===== config.mk =====
export PLATFORM = sky130hd
export DESIGN_NAME = pe_result_packer_flat
export DESIGN_NICKNAME = d
export VERILOG_FILES = /design/src/rtl/pe_result_packer_if.sv /design/src/rtl/pe_result_packer.sv /design/src/flat_wrapper.sv
export SDC_FILE = /design/constraint.sdc
export NUM_CORES = 1
export LEC_CHECK = 0
export CAP_MARGIN = 0
export CORE_UTILIZATION = 51
export DETAILED_ROUTE_END_ITERATION = 7
export PLACE_DENSITY = 0.8
export SLEW_MARGIN = 10
export SYNTH_ARGS = -nofsm -noshare
export SYNTH_HDL_FRONTEND = slang
export SYNTH_SLANG_ARGS = --single-unit

===== constraint.sdc =====
create_clock -name clk -period 3.1 [get_ports clk]
set_input_delay 0.93 -clock clk [delete_from_list [all_inputs] [get_ports clk]]
set_output_delay 0.93 -clock clk [all_outputs]
set_load 0.02 [all_outputs]

===== src/rtl/pe_result_packer_if.sv =====
// ----------------------------------------------------------------------------
// pe_result_packer_if
//
// Bundles the input beat handshake, the flush request and the output word
// handshake of pe_result_packer.
//
// Handshake rule, used on both sides: a transfer happens on the rising clock
// edge where valid && ready are both high. The source holds its payload
// stable while valid is high and ready is low. Ready may depend
// combinationally on valid in the same cycle.
//
// Signals
//   in_valid     upstream -> packer  input beat valid
//   in_ready     packer -> upstream  input beat accepted this cycle
//   in_sel_bit   upstream -> packer  1: beat carries bit_in, 0: data_in
//   bit_in       upstream -> packer  decision bit
//   data_in      upstream -> packer  signed pass-through value
//   flush        upstream -> packer  one-cycle request to emit a partial word
//   out_valid    packer -> buffer    output register holds a word
//   out_ready    buffer -> packer    downstream takes the word
//   out_data     packer -> buffer    packed bits or pass-through value
//   out_is_bits  packer -> buffer    1: out_data is a packed-bit word
//   out_nbits    packer -> buffer    valid bit count of a packed word
//
// Modports
//   master  upstream / output-buffer side (drives inputs, takes outputs)
//   slave   the packer itself
// ----------------------------------------------------------------------------
interface pe_result_packer_if #(
    parameter int WIDTH  = 24,
    parameter int PACK_N = 24
);
    localparam int NB_W = $clog2(PACK_N + 1);

    logic             in_valid;
    logic             in_ready;
    logic             in_sel_bit;
    logic             bit_in;
    logic [WIDTH-1:0] data_in;
    logic             flush;

    logic             out_valid;
    logic             out_ready;
    logic [WIDTH-1:0] out_data;
    logic             out_is_bits;
    logic [NB_W-1:0]  out_nbits;

    modport master (
        output in_valid,
        output in_sel_bit,
        output bit_in,
        output data_in,
        output flush,
        output out_ready,
        input  in_ready,
        input  out_valid,
        input  out_data,
        input  out_is_bits,
        input  out_nbits
    );

    modport slave (
        input  in_valid,
        input  in_sel_bit,
        input  bit_in,
        input  data_in,
        input  flush,
        input  out_ready,
        output in_ready,
        output out_valid,
        output out_data,
        output out_is_bits,
        output out_nbits
    );
endinterface


===== src/rtl/pe_result_packer.sv =====
// ----------------------------------------------------------------------------
// pe_result_packer
//
// Downstream stage of the PE threshold/demux block. Each accepted beat is
// either a 1-bit threshold decision or a signed WIDTH-bit pass-through value.
// Decision bits are packed LSB-first into PACK_N-bit words; pass-through
// values are forwarded unchanged. All results leave through one registered
// valid/ready output toward the PE output buffer.
//
// Parameters
//   WIDTH   data width of the pass-through value and of the output word
//   PACK_N  decision bits per full packed word, 1..WIDTH
//
// Ports
//   clk    rising-edge clock
//   rst_n  asynchronous active-low reset; discards any partial word
//   bus    pe_result_packer_if.slave (input beats, flush, output word)
//
// Ordering
//   A pass-through beat that arrives while decision bits are still being
//   collected is held off until the partial bit word has been loaded into the
//   output register, so results leave in the order they were presented.
//   A flush that finds the output register busy is remembered in
//   flush_pending and served on the first cycle the register frees up.
// ----------------------------------------------------------------------------
module pe_result_packer #(
    parameter int WIDTH  = 24,
    parameter int PACK_N = 24
) (
    input  logic              clk,
    input  logic              rst_n,
    pe_result_packer_if.slave bus
);
    localparam int NB_W = $clog2(PACK_N + 1);
    localparam logic [NB_W-1:0] LAST_IDX = NB_W'(PACK_N - 1);
    localparam logic [NB_W-1:0] FULL_CNT = NB_W'(PACK_N);

    // Bit accumulator: bits at positions >= cnt are always 0, which gives
    // the zero fill of partial words for free.
    logic [WIDTH-1:0] acc;
    logic [WIDTH-1:0] acc_next;
    logic [NB_W-1:0]  cnt;
    logic [NB_W-1:0]  cnt_next;
    logic             flush_pending;
    logic             flush_pending_next;

    // Output register
    logic             out_valid_q;
    logic             out_valid_next;
    logic [WIDTH-1:0] out_data_q;
    logic [WIDTH-1:0] out_data_next;
    logic             out_is_bits_q;
    logic             out_is_bits_next;
    logic [NB_W-1:0]  out_nbits_q;
    logic [NB_W-1:0]  out_nbits_next;

    // Per-cycle decode
    logic             slot_free;
    logic             mode_hold;
    logic             in_ready_c;
    logic             accept;
    logic             emit_partial;
    logic [WIDTH-1:0] bit_mask;
    logic [WIDTH-1:0] acc_with_bit;

    always_comb begin
        // The output register can take a new word when it is empty or its
        // current word leaves on this edge.
        slot_free    = !out_valid_q || bus.out_ready;

        // A value beat must not overtake bits already collected.
        mode_hold    = bus.in_valid && !bus.in_sel_bit && (cnt != '0);

        in_ready_c   = slot_free && !bus.flush && !flush_pending && !mode_hold;
        accept       = bus.in_valid && in_ready_c;

        // Partial word leaves on an explicit flush, a remembered flush, or to
        // make room for a waiting value beat. Nothing to emit when cnt == 0.
        emit_partial = slot_free && (cnt != '0) &&
                       (bus.flush || flush_pending || mode_hold);

        bit_mask     = WIDTH'(bus.bit_in) << cnt;
        acc_with_bit = acc | bit_mask;
    end

    always_comb begin
        acc_next           = acc;
        cnt_next           = cnt;
        flush_pending_next = flush_pending;
        out_valid_next     = out_valid_q;
        out_data_next      = out_data_q;
        out_is_bits_next   = out_is_bits_q;
        out_nbits_next     = out_nbits_q;

        if (slot_free) begin
            // Any pending flush is served this cycle (or had nothing to emit).
            flush_pending_next = 1'b0;
            // Default: the register empties unless something new is loaded.
            out_valid_next     = 1'b0;

            if (emit_partial) begin
                out_valid_next   = 1'b1;
                out_data_next    = acc;
                out_is_bits_next = 1'b1;
                out_nbits_next   = cnt;
                acc_next         = '0;
                cnt_next         = '0;
            end else if (accept && !bus.in_sel_bit) begin
                out_valid_next   = 1'b1;
                out_data_next    = bus.data_in;
                out_is_bits_next = 1'b0;
                out_nbits_next   = '0;
            end else if (accept && bus.in_sel_bit) begin
                if (cnt == LAST_IDX) begin
                    // Word completes: emit it including the new bit and
                    // restart the accumulator on the same edge.
                    out_valid_next   = 1'b1;
                    out_data_next    = acc_with_bit;
                    out_is_bits_next = 1'b1;
                    out_nbits_next   = FULL_CNT;
                    acc_next         = '0;
                    cnt_next         = '0;
                end else begin
                    acc_next = acc_with_bit;
                    cnt_next = cnt + 1'b1;
                end
            end
        end else if (bus.flush) begin
            flush_pending_next = 1'b1;
        end
    end

    always_ff @(posedge clk or negedge rst_n) begin
        if (!rst_n) begin
            acc           <= '0;
            cnt           <= '0;
            flush_pending <= 1'b0;
            out_valid_q   <= 1'b0;
            out_data_q    <= '0;
            out_is_bits_q <= 1'b0;
            out_nbits_q   <= '0;
        end else begin
            acc           <= acc_next;
            cnt           <= cnt_next;
            flush_pending <= flush_pending_next;
            out_valid_q   <= out_valid_next;
            out_data_q    <= out_data_next;
            out_is_bits_q <= out_is_bits_next;
            out_nbits_q   <= out_nbits_next;
        end
    end

    assign bus.in_ready    = in_ready_c;
    assign bus.out_valid   = out_valid_q;
    assign bus.out_data    = out_data_q;
    assign bus.out_is_bits = out_is_bits_q;
    assign bus.out_nbits   = out_nbits_q;

endmodule


===== src/flat_wrapper.sv =====
// flat-port wrapper written by rule: the top's interface ports become plain ports
module pe_result_packer_flat 
#(
    parameter int WIDTH  = 24,
    parameter int PACK_N = 24
)
  (clk, rst_n, bus_in_valid, bus_in_sel_bit, bus_bit_in, bus_data_in, bus_flush, bus_out_ready, bus_in_ready, bus_out_valid, bus_out_data, bus_out_is_bits, bus_out_nbits);
  pe_result_packer_if #(.WIDTH(WIDTH), .PACK_N(PACK_N)) bus_i ();
  input  logic clk;
  input  logic rst_n;
  input wire logic [$bits(bus_i.in_valid)-1:0] bus_in_valid;
  input wire logic [$bits(bus_i.in_sel_bit)-1:0] bus_in_sel_bit;
  input wire logic [$bits(bus_i.bit_in)-1:0] bus_bit_in;
  input wire logic [$bits(bus_i.data_in)-1:0] bus_data_in;
  input wire logic [$bits(bus_i.flush)-1:0] bus_flush;
  input wire logic [$bits(bus_i.out_ready)-1:0] bus_out_ready;
  output wire logic [$bits(bus_i.in_ready)-1:0] bus_in_ready;
  output wire logic [$bits(bus_i.out_valid)-1:0] bus_out_valid;
  output wire logic [$bits(bus_i.out_data)-1:0] bus_out_data;
  output wire logic [$bits(bus_i.out_is_bits)-1:0] bus_out_is_bits;
  output wire logic [$bits(bus_i.out_nbits)-1:0] bus_out_nbits;
  assign bus_i.in_valid = bus_in_valid;
  assign bus_i.in_sel_bit = bus_in_sel_bit;
  assign bus_i.bit_in = bus_bit_in;
  assign bus_i.data_in = bus_data_in;
  assign bus_i.flush = bus_flush;
  assign bus_i.out_ready = bus_out_ready;
  assign bus_in_ready = bus_i.in_ready;
  assign bus_out_valid = bus_i.out_valid;
  assign bus_out_data = bus_i.out_data;
  assign bus_out_is_bits = bus_i.out_is_bits;
  assign bus_out_nbits = bus_i.out_nbits;
  pe_result_packer #(.WIDTH(WIDTH), .PACK_N(PACK_N)) u_core (.clk(clk), .rst_n(rst_n), .bus(bus_i));
endmodule

==> results.json, run 1 <==
{
  "status": "finished, final reports clean",
  "r2r-start": "u_core.cnt[1]",
  "drt-initial-drc-count": 269,
  "finalSetupViolCount": 0,
  "ir_drop_mv": 0.489,
  "final-max-slew-violation-count": 0,
  "clock_path_buffers": 2,
  "drcViolationCount": 0,
  "syn_area_sq_um": 3070,
  "post_cts_buffers": 0,
  "min_period_ns": 2.99,
  "grt_pass1_vias": 2828,
  "path_clk_slew_ns": 0.06,
  "critPathRequiredTime_ns": 2.17,
  "hp-class": "flip-flop to flip-flop",
  "cts_hold_buffers": 0,
  "via_per_inst": 6.08,
  "end_kind": "output pin",
  "dieWidth_um": 79.6,
  "grt_overflow": 0,
  "place.port_buffers": 62,
  "place_congestion": 0.917,
  "synth_cell_types": 45,
  "worst_setup_path_start_kind": "flip-flop",
  "ioPinCount": 63,
  "ys_ff_latch": 61,
  "cts_max_level": 3,
  "fin_nets": 438,
  "fin_ws_ns": 0.105,
  "grt_start_max_net_pins": 36,
  "first_pass_iters": 5,
  "synth_flop_cell": "dfrtp_1",
  "synth_area_per_cell_sq_um": 9.42,
  "worstHoldStart": "u_core.bus.out_data[16]",
  "fin_util": 0.731,
  "holdPathStages": 2,
  "area_delta_synth_final_pct": 34.3,
  "ys_seq_area_frac": 0.497,
  "ys_warn_count": 0,
  "fmax_mhz": 334,
  "grt_most_used_layer": "met2",
  "drtAntennaViolNets": 0,
  "track_usage": 0.296,
  "use_met3": 0.0423,
  "drv_cap": 0,
  "drive_gt1_frac": 0.135,
  "clock_latency_ns": 0.34,
  "synthCells": 326,
  "finalCritPeriodShare": 0.966,
  "worst_slew_pin_slew_ns": 0.846,
  "dp_slack_ns": -0.149,
  "wl_um": 8500,
  "fillers": 450,
  "cp_max_fo": 4,
  "die-area_sq_um": 6340,
  "r2r-end": "u_core.bus.out_data[19]",
  "gr-usage-met1": 0.401,
  "antenna_found_initial": 0,
  "static-leakage-power_nw": 1.85,
  "vias": 2918,
  "powerDensity_nw_per_um2": 815,
  "synth_edf_count": 0,
  "rsz0062_at_grt": "false",
  "skew_ns": 0.00716,
  "diodes": 0,
  "grtUsageMet2": 0.468,
  "syn-num-nets": 359,
  "grt_pass1_wl_um": 14000,
  "synthArstFlopShare": 1.00,
  "relSlewSlack": 0.435,
  "hold_viol": 0,
  "clock-sinks": 61,
  "rrSetupSlack_ns": 0.58,
  "core_sq_um": 5640,
  "worstSetupPathType": "flip-flop to output pin",
  "chipHeight_um": 79.6,
  "hpwl_um": 5980,
  "wire_per_inst_um": 17.7,
  "min_to": "u_core.bus.out_data[16]",
  "row_count": 27,
  "root_buffer": "clkbuf_8",
  "start_util": 0.544,
  "numCtsBuffers": 9,
  "reg2reg_depth": 7,
  "worstPathArrival_ns": 2.06,
  "cts_tree": "built"
}
[stage by stage]
| step | hold WS [ns] | cells | total power [mW] | setup TNS [ns] | instance area (sq um) |
|---|---|---|---|---|---|
| after global routing | 0.510 | 480 | 3.55 | 0 | 4120 |
| after CTS | 0.489 | 480 | 3.37 | 0 | 4120 |
| after detailed placement | 0.474 | 466 | 2.70 | -0.149 | 3940 |
| after floorplan | 0.463 | 326 | 1.99 | 0 | 3070 |
| final | 0.480 | 480 | 3.36 | 0 | 4120 |
| after global placement | 0.461 | 466 | 2.66 | -0.135 | 3940 |
[synth_stat cells, drive strengths merged (6+ instances only)]
library cell,n,area share
dfrtp,61,0.50
nor2,41,0.050
nand2,33,0.040
a21oi,28,0.046
o21ai,24,0.039
a31oi,16,0.033
clkbuf,16,0.020
a22oi,11,0.027
a2bb2oi,11,0.031
buf,9,0.016
nor2b,7,0.014
nand3,6,0.0098
[registers in the layout (all words and copies together) (netlist names)]
signal,count
u_core.cnt,5
u_core.bus.out_is_bits,1
u_core.flush_pending,1
u_core.bus.out_nbits,5
u_core.bus.out_data,24
u_core.bus.out_valid,1
u_core.acc,24
[worst max-delay path: stages, from the launching register on]
cell	delay, ns
dfrtp_1	0.37
inv_1	0.13
ha_1	0.20
or4b_1	0.52
a21oi_1	0.16
dlygate4sd2_1	0.34
[per-layer routing]
layer / vias up / part of all wire / wire length, um
li1: 1353 / - / -
met1: 1402 / 0.44 / 3750
met2: 140 / 0.47 / 3970
met3: 23 / 0.069 / 588
met4: 0 / 0.023 / 195
met5: - / 0 / 0
[how the worst max path moves through the flow]
| stage | start | endpoint | slack, ns |
|---|---|---|---|
| global placement | bus_out_ready | bus_in_ready | -0.13 |
| detailed placement | bus_out_ready | bus_in_ready | -0.15 |
| floorplan | u_core.cnt[0] | bus_in_ready | 0.36 |
| CTS | u_core.cnt[1] | bus_in_ready | 0.09 |
| global route | u_core.cnt[1] | bus_in_ready | 0.02 |
| finish | u_core.cnt[1] | bus_in_ready | 0.11 |
[cell usage in the layout (no fill, tap or decap), types with 9 or more instances in the layout]
| cell | count |
|---|---|
| a22oi_1 | 11 |
| o21ai_0 | 9 |
| buf_4 | 28 |
| nand2_1 | 33 |
| dfrtp_1 | 61 |
| a2bb2oi_1 | 11 |
| nor2_1 | 41 |
| clkdlybuf4s50_1 | 60 |
| a21oi_1 | 28 |
| clkbuf_8 | 13 |
| o21ai_1 | 15 |
| a31oi_1 | 16 |
[cell type report]
class | instances | area [sq um] | share of cell area
Sequential cell | 61 | 1530 | 0.370
Multi-Input combinational cell | 236 | 1420 | 0.345
Clock inverter | 1 | 5.00 | 0.00121
Clock buffer | 13 | 179 | 0.0434
Inverter | 4 | 15.0 | 0.00364
Tap cell | 72 | 90.1 | 0.0218
Timing Repair Buffer | 93 | 885 | 0.215
[timing repair]
item                                   in CTS  in global routing
resized for setup                           1                  0
setup endpoints to repair                   1                  0
endpoints found under the hold margin       0                  0
[kinds of logic (layout without fill, tap and decap cells)]
family          after synthesis  count (layout)  synth area share
fa+ha+maj                     2               2           0.00815
buf+inv                      29             111            0.0411
xor+xnor                      2               2           0.00570
flops                        61              61             0.497
mux                           2               2            0.0106
compound gates              120             120             0.266
simple gates                110             110             0.171
[power breakdown]
group          internal (mW)  switching, mW  total [mW]
clock                  0.367          0.297       0.665
combinational          0.706          0.958        1.66
sequential             0.952         0.0815        1.03
Power figures use the tool's default switching activity.
==> run 2, diff against run 1 <==
==> constraint.sdc (replaced) <==
create_clock -name clk -period 3.1 [get_ports clk]
set_input_delay 0.93 -clock clk [delete_from_list [all_inputs] [get_ports clk]]
set_output_delay 0.93 -clock clk [all_outputs]
set_load 0.01 [all_outputs]
==> results.json, run 2 (synthesis results as in run 1) <==
{
  "routed.top_layer": "met4",
  "instances_no_fill": 484,
  "final-max-slew-violation-count": 0,
  "place_congestion": 0.909,
  "powerDensity_nw_per_um2": 818,
  "via_per_inst": 6.06,
  "place.port_buffers": 62,
  "grt_pass1_vias": 2861,
  "numCtsBuffers": 9,
  "vias": 2933,
  "track_usage": 0.299,
  "cp_cell_sequence": "clkdlybuf4s50_1 > nor2b_1 > a21oi_1 > dlygate4sd2_1",
  "max_stage_delay_ns": 0.48,
  "min_period_ns": 2.90,
  "p_seq_frac": 0.303,
  "area_delta_synth_final_pct": 35.7,
  "mostFrequentLayoutCells": "dfrtp_1, clkdlybuf4s50_1, nor2_1, nand2_1, buf_4",
  "cp_top_family": "buffers and inverters",
  "holdPathStages": 1,
  "wire_per_inst_um": 18.1,
  "layout_commonest_cell": "dfrtp_1",
  "clock_latency_ns": 0.35,
  "drv_cap": 0,
  "cts_tree": "built",
  "worst_slew_pin_slew_ns": 0.682,
  "total_power_mw": 3.41,
  "drcViolationCount": 0,
  "root_buffer": "clkbuf_8",
  "cp_max_fo": 2,
  "reg2reg_depth": 8,
  "fmax_mhz": 345,
  "clock-sinks": 61,
  "r2r-start": "u_core.cnt[1]",
  "worstPathArrival_ns": 1.97,
  "dieWidth_um": 79.6,
  "skew_ns": 0.00648,
  "min_to": "u_core.bus.out_data[13]",
  "chipHeight_um": 79.6,
  "drive_gt1_frac": 0.143,
  "worstSetupPathType": "input port to output pin",
  "drt-initial-drc-count": 250,
  "drtAntennaViolNets": 0,
  "worst_setup_path_start_kind": "input port",
  "die-area_sq_um": 6340,
  "static-leakage-power_nw": 1.87,
  "hp-class": "flip-flop to flip-flop",
  "rsz0062_at_grt": "false",
  "relSlewSlack": 0.539,
  "clkPwrFrac": 0.238,
  "hpwl_um": 5970,
  "finalCritPeriodShare": 0.935,
  "path_clk_slew_ns": 0.06,
  "diodes": 0,
  "crit_path_top_delay_cell": "clkdlybuf4s50_1",
  "post_cts_buffers": 0,
  "finalInstanceArea_sq_um": 4170,
  "dr_wl_met2_um": 4050,
  "start_util": 0.544,
  "grt_pass1_wl_um": 14200,
  "grt_start_max_net_pins": 38,
  "hold_viol": 0,
  "switching_power_mw": 1.26,
  "r2r-end": "u_core.bus.out_data[21]",
  "worstHoldStart": "u_core.bus.out_data[13]",
  "status": "finished, final reports clean",
  "ir_drop_mv": 0.495,
  "finalSetupViolCount": 0,
  "crit_cells": 4,
  "critPathRequiredTime_ns": 2.17,
  "pwr-share-comb": 0.458,
  "row_count": 27,
  "end_kind": "output pin",
  "m1WireLength_um": 3790,
  "first_pass_iters": 5,
  "fin_nets": 440,
  "fin_ws_ns": 0.201,
  "wl_um": 8760,
  "dp.cells": 468,
  "dp_slack_ns": -0.0767,
  "dpl_cell_area_sq_um": 3940,
  "p_int_mw": 2.15,
  "routed-wl-met3_um": 695,
  "rrSetupSlack_ns": 0.69,
  "antenna_found_initial": 0,
  "path_buf_inv": 2,
  "cts_max_level": 3,
  "core_sq_um": 5640,
  "fin_util": 0.739,
  "grt_overflow": 0,
  "p_sw_frac": 0.369,
  "ioPinCount": 63,
  "clock_path_buffers": 2,
  "fillers": 401
}
[run 2: area by class of cell]
class,count,area [sq um],share of cell area
repair buffers,95,887,0.213
inverters,4,15.0,0.00360
clock buffers,12,155,0.0372
flip-flops and latches,61,1530,0.366
clock inverters,4,70.1,0.0168
well taps,72,90.1,0.0216
multi-input cells,236,1420,0.342
[run 2: routing by layer]
layer | vias up | GRT usage
met5 | - | 0
met4 | 0 | 0.125
met3 | 23 | 0.0686
met2 | 159 | 0.465
met1 | 1392 | 0.401
li1 | 1359 | -
[run 2: per-stage QoR]
stage	setup TNS [ns]	hold WS, ns
after detailed placement	-0.0767	0.469
after global placement	-0.0716	0.462
after CTS	0	0.479
after global routing	0	0.500
after floorplan	0	0.463
final	0	0.478
[run 2: what timing repair did]
| item | CTS | global route |
|---|---|---|
| setup endpoints to repair | 1 | 0 |
| hold buffers | 0 | 0 |
| resized for setup | 2 | 0 |
[run 2: worst max path at each step]
stage | from | slack, ns | to
final | bus_in_valid | 0.20 | bus_in_ready
after global routing | u_core.cnt[1] | 0.09 | bus_in_ready
after CTS | bus_out_ready | 0.19 | bus_in_ready
after detailed placement | bus_out_ready | -0.08 | bus_in_ready
after global placement | bus_out_ready | -0.07 | bus_in_ready
after floorplan | u_core.cnt[0] | 0.50 | bus_in_ready
[run 2: power by group through the flow]
stage / Clock (mW) / Combinational, mW / Sequential (mW)
4_1_cts: 0.814 / 1.55 / 1.03
2_1_floorplan: 0 / 0.780 / 1.11
6_report: 0.812 / 1.56 / 1.03
3_3_place_gp: 0 / 1.51 / 1.04
5_1_grt: 0.854 / 1.69 / 1.05
3_5_place_dp: 0 / 1.54 / 1.04
[run 2: worst register-to-register path: stages (launching register included)]
cell      delay [ns]
dfrtp_1         0.38
inv_1           0.12
ha_1            0.17
nor4b_1         0.57
nand4_1         0.31
buf_4           0.26
a32o_1          0.22
a211oi_1        0.20
a21oi_1         0.06
==> run 3, diff against run 2 <==
Settings changed: CORE_MARGIN set to 3.
==> results.json, run 3 (synthesis results as in run 1) <==
{
  "cts_resized": 2,
  "ir_drop_mv": 0.489,
  "finalSetupViolCount": 0,
  "root_buffer": "clkbuf_8",
  "rrSetupSlack_ns": 0.64,
  "r2r-start": "u_core.cnt[1]",
  "drt-initial-drc-count": 406,
  "worstSetupPathType": "flip-flop to output pin",
  "crit_path_top_delay_cell": "or4b_1",
  "rsz0062_at_grt": "false",
  "start_util": 0.541,
  "reg2reg_depth": 8,
  "drtAntennaViolNets": 0,
  "hp-class": "flip-flop to flip-flop",
  "static-leakage-power_nw": 1.86,
  "row_count": 27,
  "ioPinCount": 63,
  "status": "finished, final reports clean",
  "relSlewSlack": 0.404,
  "clock-sinks": 61,
  "worst_setup_path_start_kind": "flip-flop",
  "cp_cell_sequence": "inv_1 > ha_1 > or4b_1 > a21oi_1 > dlygate4sd2_1",
  "layout_commonest_cell": "dfrtp_1",
  "vias": 2983,
  "drv_cap": 0,
  "clock_latency_ns": 0.35,
  "drcViolationCount": 0,
  "min_to": "u_core.bus.out_data[13]",
  "via_per_inst": 6.18,
  "grt_start_max_net_pins": 38,
  "critPathRequiredTime_ns": 2.17,
  "skew_ns": 0.00669,
  "cp_top_family": "simple AND/OR/NAND/NOR gates",
  "finalCritPeriodShare": 0.949,
  "path_clk_slew_ns": 0.07,
  "r2r-end": "u_core.bus.out_data[6]",
  "post_cts_buffers": 0,
  "dieWidth_um": 83.6,
  "wl_um": 8780,
  "hpwl_um": 6160,
  "chipHeight_um": 83.6,
  "diodes": 0,
  "cts_hold_buffers": 0,
  "mostFrequentLayoutCells": "dfrtp_1, clkdlybuf4s50_1, nor2_1, nand2_1, buf_4",
  "area_delta_synth_final_pct": 35.4,
  "antenna_found_initial": 0,
  "drive_gt1_frac": 0.144,
  "hold_viol": 0,
  "worst_slew_pin_slew_ns": 0.890,
  "grt_pass1_wl_um": 14500,
  "fin_util": 0.733,
  "cts_max_level": 3,
  "wire_per_inst_um": 18.2,
  "max_stage_delay_ns": 0.51,
  "worstPathArrival_ns": 2.01,
  "fmax_mhz": 340,
  "min_period_ns": 2.94,
  "core_sq_um": 5680,
  "numCtsBuffers": 9,
  "powerDensity_nw_per_um2": 814,
  "first_pass_iters": 6,
  "finalInstanceArea_sq_um": 4160,
  "final-max-slew-violation-count": 0,
  "fin_nets": 439,
  "dpl_cell_area_sq_um": 3940,
  "worstHoldStart": "u_core.bus.out_data[13]",
  "total_power_mw": 3.38,
  "clock_path_buffers": 2,
  "path_buf_inv": 2,
  "track_usage": 0.260,
  "cts_tree": "built",
  "holdWs_ns": 0.479,
  "place.port_buffers": 62,
  "end_kind": "output pin",
  "holdPathStages": 1,
  "grt_overflow": 0,
  "place_congestion": 0.920,
  "die-area_sq_um": 6990,
  "cp_max_fo": 4,
  "grt_pass1_vias": 2901
}
==> run 3: changes by cell type in the layout (fill, tap and decap cells not counted), sizes merged <==
cell      change
clkbuf        -3
buf           -1
clkinv        +1
clkinvlp      +1
inv           +1
==> run 3: routing by layer <==
layer,share of wire,GRT usage
met3,0.091,0.0632
met5,0,0
met2,0.45,0.397
met1,0.43,0.358
met4,0.023,0.102
==> run 3: cell type report <==
| type | instances | area, sq um |
|---|---|---|
| Clock buffer | 9 | 124 |
| Clock inverter | 7 | 98.8 |
| Fill cell | 428 | 1520 |
| Inverter | 4 | 15.0 |
| Multi-Input combinational cell | 236 | 1420 |
| Sequential cell | 61 | 1530 |
| Tap cell | 72 | 90.1 |
| Timing Repair Buffer | 94 | 880 |
==> run 3: worst max path at each step <==
stage,start,to,cells after the start
global placement,bus_out_ready,bus_in_ready,5
CTS,u_core.cnt[1],bus_in_ready,5
finish,u_core.cnt[1],bus_in_ready,5
global route,bus_out_ready,bus_in_ready,5
detailed placement,bus_out_ready,bus_in_ready,5
floorplan,u_core.cnt[0],bus_in_ready,6
==> run 3: power by group <==
part           switching, mW  internal [mW]  leakage [nW]
clock network          0.348          0.456         0.110
logic                  0.859          0.684         0.921
registers             0.0848          0.951         0.834
==> run 3: stage by stage <==
step           setup TNS [ns]  std cells  setup WS (ns)
6_report                    0        483          0.159
5_1_grt                     0        483         0.0812
4_1_cts                     0        483          0.177
3_5_place_dp          -0.0973        467        -0.0973
3_3_place_gp          -0.0754        467        -0.0754
2_1_floorplan               0        326          0.499
==> run 3: worst register-to-register path: stages, from the launching register on <==
cell and delay [ns]:
dfrtp_1 0.38, inv_1 0.14, ha_1 0.19, nor4b_1 0.61
nand4_1 0.33, o21ai_0 0.17, buf_4 0.23, a2bb2oi_1 0.22
o21ai_1 0.08
